File: src/rtl/sequence_player.sv
// Playback side of the sequence ROM: fetches entries 0..len-1 and shows each
// as a one-hot LED for ON_TICKS ticks followed by an OFF_TICKS dark gap.
module sequence_player #(
    parameter int unsigned DEPTH     = 4,
    parameter int unsigned ADDR_W    = 4,
    parameter int unsigned ON_TICKS  = 2,
    parameter int unsigned OFF_TICKS = 1
) (
    input  logic              clk,
    input  logic              reset,
    input  logic              tick,
    input  logic              start,
    input  logic              abort,
    input  logic [ADDR_W-1:0] length,
    output logic [ADDR_W-1:0] rd_addr,
    input  logic [1:0]        rd_data,
    output logic [3:0]        led,
    output logic              busy,
    output logic              done,
    output logic [ADDR_W-1:0] pos
);

    localparam int unsigned CNT_W = 8;

    typedef enum logic [2:0] {
        S_IDLE,
        S_FETCH,
        S_WAIT,
        S_ON,
        S_OFF,
        S_DONE
    } state_t;

    state_t            state_q, state_d;
    logic [ADDR_W-1:0] idx_q, idx_d;
    logic [ADDR_W-1:0] len_q, len_d;
    logic [CNT_W-1:0]  cnt_q, cnt_d;
    logic [1:0]        entry_q, entry_d;
    logic [3:0]        led_q, led_d;
    logic              busy_q, busy_d;
    logic              done_q, done_d;
    logic [ADDR_W-1:0] len_eff_c;
    logic [CNT_W-1:0]  cnt_inc_c;

    function automatic logic [3:0] onehot(input logic [1:0] v);
        return 4'b0001 << v;
    endfunction

    assign len_eff_c = (length > ADDR_W'(DEPTH)) ? ADDR_W'(DEPTH) : length;
    assign cnt_inc_c = cnt_q + CNT_W'(1);

    // idx doubles as the ROM address and the visible position; it holds in IDLE
    assign rd_addr = idx_q;
    assign pos     = idx_q;
    assign led     = led_q;
    assign busy    = busy_q;
    assign done    = done_q;

    always_ff @(posedge clk or negedge reset) begin
        if (!reset) begin
            state_q <= S_IDLE;
            idx_q   <= '0;
            len_q   <= '0;
            cnt_q   <= '0;
            entry_q <= '0;
            led_q   <= '0;
            busy_q  <= 1'b0;
            done_q  <= 1'b0;
        end else begin
            state_q <= state_d;
            idx_q   <= idx_d;
            len_q   <= len_d;
            cnt_q   <= cnt_d;
            entry_q <= entry_d;
            led_q   <= led_d;
            busy_q  <= busy_d;
            done_q  <= done_d;
        end
    end

    // Next state plus next values of every registered output
    always_comb begin
        state_d = state_q;
        idx_d   = idx_q;
        len_d   = len_q;
        cnt_d   = cnt_q;
        entry_d = entry_q;
        led_d   = 4'b0000;
        busy_d  = 1'b0;
        done_d  = 1'b0;

        unique case (state_q)
            S_IDLE: begin
                if (start && !abort) begin
                    len_d   = len_eff_c;
                    idx_d   = '0;
                    state_d = (len_eff_c == '0) ? S_DONE : S_FETCH;
                end
            end
            S_FETCH: state_d = S_WAIT;
            S_WAIT: begin
                entry_d = rd_data;
                cnt_d   = '0;
                led_d   = onehot(rd_data);
                state_d = S_ON;
            end
            S_ON: begin
                led_d = onehot(entry_q);
                if (tick) begin
                    if (cnt_inc_c == CNT_W'(ON_TICKS)) begin
                        cnt_d   = '0;
                        led_d   = 4'b0000;
                        state_d = S_OFF;
                    end else begin
                        cnt_d = cnt_inc_c;
                    end
                end
            end
            S_OFF: begin
                if (tick) begin
                    if (cnt_inc_c == CNT_W'(OFF_TICKS)) begin
                        cnt_d = '0;
                        if (idx_q == len_q - ADDR_W'(1)) begin
                            state_d = S_DONE;
                        end else begin
                            idx_d   = idx_q + ADDR_W'(1);
                            state_d = S_FETCH;
                        end
                    end else begin
                        cnt_d = cnt_inc_c;
                    end
                end
            end
            S_DONE: state_d = S_IDLE;
            default: state_d = S_IDLE;
        endcase

        // abort overrides every transition out of a busy state
        if (abort && state_q != S_IDLE) begin
            state_d = S_IDLE;
            idx_d   = idx_q;
            cnt_d   = '0;
            led_d   = 4'b0000;
        end

        busy_d = (state_d != S_IDLE);
        done_d = (state_d == S_DONE);
    end

endmodule

File: config.mk
export PLATFORM = sky130hd
export DESIGN_NAME = sequence_player
export DESIGN_NICKNAME = d
export VERILOG_FILES = /design/src/rtl/sequence_player.sv
export SDC_FILE = /design/constraint.sdc
export NUM_CORES = 1
export LEC_CHECK = 0
export CAP_MARGIN = 25
export CORE_MARGIN = 2
export CORE_UTILIZATION = 25
export DETAILED_ROUTE_END_ITERATION = 10
export PLACE_DENSITY = 0.49
export RECOVER_POWER = 50
export SETUP_SLACK_MARGIN = 0.4
export SLEW_MARGIN = 20
export SYNTH_ARGS = -nofsm -noshare
export SYNTH_HDL_FRONTEND = slang
export SYNTH_SLANG_ARGS = --single-unit
File: constraint.sdc
create_clock -name clk -period 3.35 [get_ports clk]
set_input_delay 0.335 -clock clk [delete_from_list [all_inputs] [get_ports clk]]
set_output_delay 0.335 -clock clk [all_outputs]
set_load 0.02 [all_outputs]
==> Word level (Yosys, flattened, before mapping) <==
Cells that the tools add are included.
{ "op_classes": {"addsub": 3, "magnitude_cmp": 1, "eq_ne": 14, "shifts": 2, "muxes": 25, "n_bitwise": 1, "reduce_logical": 12} }
{ "ops": {"columns": ["operator", "n"], "rows": [
  ["$mux W8", 5],
  ["$mux W4", 8],
  ["$mux W3", 8],
  ["$pmux W8 S3", 1],
  ["$pmux W4 S2", 2],
  ["$pmux W3 S5", 1],
  ["$add A8 B1 Y8 const B", 1],
  ["$eq A8 B1 Y1 const B", 1],
  ["$eq A8 B2 Y1 const B", 1],
  ["$ne A2 B2 Y1 const B", 4],
  ["$shl A1 B2 Y4 const A", 2],
  ["$eq A3 B2 Y1 const B", 2],
  ["$eq A3 B3 Y1 const B", 2],
  ["$ne A3 B3 Y1 const B", 2],
  ["$reduce_and A6 Y1", 1],
  ["$reduce_bool A3 Y1", 2],
  ["$add A4 B1 Y4 const B", 1],
  ["$eq A4 B4 Y1", 1],
  ["$gt A4 B3 Y1 const B", 1],
  ["$logic_not A4 Y1", 1],
  ["$reduce_bool A4 Y1", 1],
  ["$sub A4 B1 Y4 const B", 1],
  ["$eq A3 B1 Y1 const B", 1],
  ["$logic_not A3 Y1", 1],
  ["6 further kinds", 7]
]} }
{ "totals": {"ff_bits": 27, "input_bits": 11, "output_inout_bits": 14, "wordCells": 66} }

==> Logic depth before layout (Yosys ltp) <==
{ "logic_depth": {"word_depth": 8, "mapped_depth": 8, "depth_no_buf": 8} }

==> Least setup slack after synthesis <==
OpenSTA, ideal clock, no wires.
{ "synth_path": {"path_kind": "register to register", "start": "reg cnt_q[0]", "end": "reg idx_q[1], in the netlist pos[1]", "setup_ns": 0.125, "t_arrival_ns": 2.112, "t_required_ns": 3.225, "setup_slack_ns": 1.113, "path_stages_with_launch": 8, "n_path_buf": 1, "period_less_slack_ns": 2.237, "path_cell_list": "dfrtp_1 -> ha_1 -> and3_1 -> buf_6 -> o31a_1 -> nor4_4 -> a31oi_1 -> mux2_4"} }
{ "synth_via": {"elab_chain_len": 4} }
{ "synth_rtl": {"columns": ["item", "line_no", "source"], "rows": [
  ["from (decl)", "37", "logic [CNT_W-1:0] cnt_q, cnt_d;"],
  ["from (signal assigned)", "73", "cnt_q <= cnt_d;"],
  ["$add A8 B1 Y8", "50", "assign cnt_inc_c = cnt_q + CNT_W'(1);"],
  ["$eq A8 B1 Y1", "121", "if (cnt_inc_c == CNT_W'(OFF_TICKS)) begin"],
  ["$ne A2 B2 Y1 (no source line)", null, null],
  ["$reduce_and A6 Y1 (no source line)", null, null],
  ["to (signal assigned)", "71", "idx_q <= idx_d;"],
  ["to (decl)", "35", "logic [ADDR_W-1:0] idx_q, idx_d;"]
]} }
Every way passes these cells.
A chain may end at the register's enable or synchronous reset.

==> Worst setup path in the final report <==
Same ends and word-level chain as after synthesis.

==> impl_metrics.csv <==
group,metric,value,unit
pwr,vdd.ir_drop.worst,0.000145,V
die,die_height,86.7,um
logic_synthesis,netlist_area,1710,um^2
routing,detail_route.iter0.violations,80,
logic_synthesis,yosysTopAreaCell,"sky130_fd_sc_hd__dfrtp_1",
die,initial_util,25.5,%
routing,drcViolationCount,0,
logic_synthesis,postSynthNetCount,208,
clock_tree,cts_buffer_count,3,
routing,via_count,1450,
layout,finish.net_count,227,
logic_synthesis,netlist_top_cells_area,"sky130_fd_sc_hd__dfrtp_1 39%, sky130_fd_sc_hd__nand2_1 4.2%, sky130_fd_sc_hd__ha_1 3.7%",
global_route,antenna_found_initial,0,
pwr,power_per_standard_cell_area,413,nW/um^2
routing,first_pass_iters,4,
die,core.rowCount,30,
routing,routed_wire_length_per_instance,13.5,um
min_path,min_delay_path_depth,1,
logic_synthesis,synth_top_cell_area_share,39.5,%
outcome,violations_in_the_final_reports,"capacitance limit, slew limit",
timing,worst-slew-pin-transition,1.51,ns
outcome,status,"complete, but fails checks",
clock_tree,clock_insertion_delay_worst_skew,0.27,ns
logic_synthesis,synth.yosys.warnings,0,
clock_tree,clock_tree.htree_level_count,1,
setup_path,cp_cell_sequence,"ha_1, and3_1, nand3_2, o31a_1, nor4_4, a31oi_1, mux2_4",
setup_path,worst_setup_path_start_kind,"flop",
timing,hold_viol,0,
layout,layout.cells.most_common_list,"27 x sky130_fd_sc_hd__dfrtp_1, 19 x sky130_fd_sc_hd__nand2_1, 19 x sky130_fd_sc_hd__clkdlybuf4s50_1, 15 x sky130_fd_sc_hd__nor2_1",
logic_synthesis,post_synth.cell_area_avg,8.91,um^2
setup_path,timing.setup.critical_path_class,"flop to flop",
min_path,hold_path.class,"flop to flop",
logic_synthesis,synth-seq-area-share,39.5,%
placed_design,port_buffers,24,
setup_path,cp_data_arrival_time,2.59,ns
placed_design,place_inst,286,
logic_synthesis,dominantRegCellSynth,"sky130_fd_sc_hd__dfrtp_1",
timing,setup_violations,0,
clock_tree,cts_hold_buffers,0,
logic_synthesis,synth_async_sr_flop_share,100,%
clock_tree,maximum_clock_path_buffer_count,2,
global_route,overflow,0,
setup_path,timing.rr.end,"pos[1]",
setup_path,endpoint_kind,"flop",
min_path,hold_path.startpoint,"len_q[3]",
logic_synthesis,netlist_instances,192,
routing,postRouteAntennaNets,0,
timing,tcrit_tclk_final,72.3,%
layout,final_util,30.3,%
routing,route.detailed.vias_per_inst,5.00,
timing,rsz0062_at_grt,"no",
layout,drive_above_1_share,5.71,%
timing,fin_skew,0.00340,ns
pwr,power.leakage,0.830,nW
clock_tree,clock_tree_from_tritoncts,"built",
placed_design,detailedPlacementHpwl,2880,um
die,floorplan.io_pins,25,
die,die_x,86.7,um
global_route,grt_pass1_vias,1395,
timing,timing.slew.headroom,-0.357,%
layout,filler_cells_inserted,710,
timing,final.setup.tns,0,ns
layout,layout.cells.non_filler,290,
global_route,groute.usage.overall,11.4,%
clock_tree,post_cts_repair_timing_setup_buffer_count,0,
global_route,maximum_number_of_pins_on_one_net_before_global_route_repair,28,
setup_path,slowest_delay,0.49,ns
timing,maxSlewViolCount,27,
global_route,grt_first_pass_wirelength,6990,um
clock_tree,clock-sinks,27,
setup_path,r2r_slack,0.93,ns
timing,fmax,413,MHz
min_path,hold_path_end,"len_q[3]",
layout,mostFrequentLayoutCell,"sky130_fd_sc_hd__dfrtp_1",
setup_path,path_delay_family,"simple AND/OR/NAND/NOR gates",
setup_path,timing.critical_path.required,3.52,ns
placed_design,routabilityCongestion,0.796,
setup_path,cpMaxStageDelayCell,"sky130_fd_sc_hd__dfrtp_1",
run,max_cap_viol_count,1,
setup_path,critical_path.max_fanout,9,
clock_tree,cts.repair.resized,0,
setup_path,timing.rr.start,"cnt_q[0]",
layout,area_delta_synth_final,18.9,%
die,design.die.area,7520,um^2
clock_tree,clock-root-buffer,"sky130_fd_sc_hd__clkbuf_8",
logic_synthesis,synth-seq-cells,27,
setup_path,crit_buf_inv,0,
routing,totalWireLength,3900,um
pwr,totalPowerFinal,841,uW
die,area_of_the_placeable_core,6720,um^2
clock_tree,clk_transition_reported_paths,0.09,ns
timing,timing.final.crit_period,2.42,ns
logic_synthesis,yosys.cell_types.count,52,
setup_path,r2r.worst_path.cells,7,
logic_synthesis,post_synth_edffs,0,
layout,insertedDiodeCount,0,
## through the flow
stage	cell area (um^2)	worst slack, ns	hold WS (ns)
floorplan	1710	1.11	0.0394
global placement	1990	0.996	0.493
detailed placement	1990	0.938	0.497
CTS	2040	0.917	0.454
global route	2040	0.709	0.536
finish	2040	0.929	0.523
## Yosys cell counts, types with 5 or more instances
cell                       number
sky130_fd_sc_hd__nand2_1       19
sky130_fd_sc_hd__inv_1         10
sky130_fd_sc_hd__xnor2_1        6
sky130_fd_sc_hd__nand4_1        7
sky130_fd_sc_hd__nand3_1       10
sky130_fd_sc_hd__nor2_1        15
sky130_fd_sc_hd__nand3b_1       5
sky130_fd_sc_hd__o21ai_0        9
sky130_fd_sc_hd__dfrtp_1       27
sky130_fd_sc_hd__o21ai_1       10
sky130_fd_sc_hd__ha_1           5
## flip-flops by register name, summed over array words and instances (netlist names)
register,cells
led,4
cnt_q,8
done,1
pos,4
state_q,3
len_q,4
busy,1
entry_q,2
## worst max path at each step
| stage | slack (ns) | end | start | cells after the start |
|---|---|---|---|---|
| 2_1_floorplan | 1.11 | pos[1] | cnt_q[0] | 7 |
| 3_3_place_gp | 1.0 | pos[1] | cnt_q[0] | 7 |
| 3_5_place_dp | 0.94 | pos[1] | cnt_q[0] | 7 |
| 4_1_cts | 0.92 | pos[1] | cnt_q[0] | 7 |
| 5_1_grt | 0.71 | done | cnt_q[0] | 6 |
| 6_report | 0.93 | pos[1] | cnt_q[0] | 7 |
## where the power goes
part | internal [mW] | switching [mW] | leakage [nW]
registers | 0.366 | 0.0506 | 0.366
logic | 0.100 | 0.138 | 0.441
clock network | 0.0852 | 0.101 | 0.0228
## logic make-up (layout without fill, tap and decap cells)
logic type	after synthesis	in the layout	synth area share [%]
xor gates and xnor gates	10	10	5.12
buffers and inverters	21	39	5.99
muxes	3	3	2.19
AOI/OAI and AO/OA	45	45	17.3
and+or+nand+nor	81	81	26.2
DFF	27	27	39.5
adders and majority gates	5	5	3.65
## per-layer routing
layer | part of all wire, % | GRT usage (%) | up-vias
met1 | 48 | 16.3 | 691
met3 | 3.8 | 1.81 | 4
met2 | 47 | 18.0 | 32
met4 | 0.74 | 2.98 | 0
met5 | 0 | 0 | -
li1 | - | - | 723
## final cells by class
cell class	instances	area (um^2)	share of cell area, %
multi-input combinational	144	933	45.9
clock buffer	4	45.0	2.21
tap	80	100	4.92
inverter	10	37.5	1.84
sequential	27	676	33.2
timing repair buffer	25	244	12.0
## worst register-to-register path, delay by kind of cell (launching register included)
family                     cells  cell delay (ns)
adders and majority gates      1             0.28
DFF                            1             0.49
AOI/OAI and AO/OA              2             0.36
and+or+nand+nor                3             0.87
muxes                          1             0.32
Power figures use the tool's default switching activity.
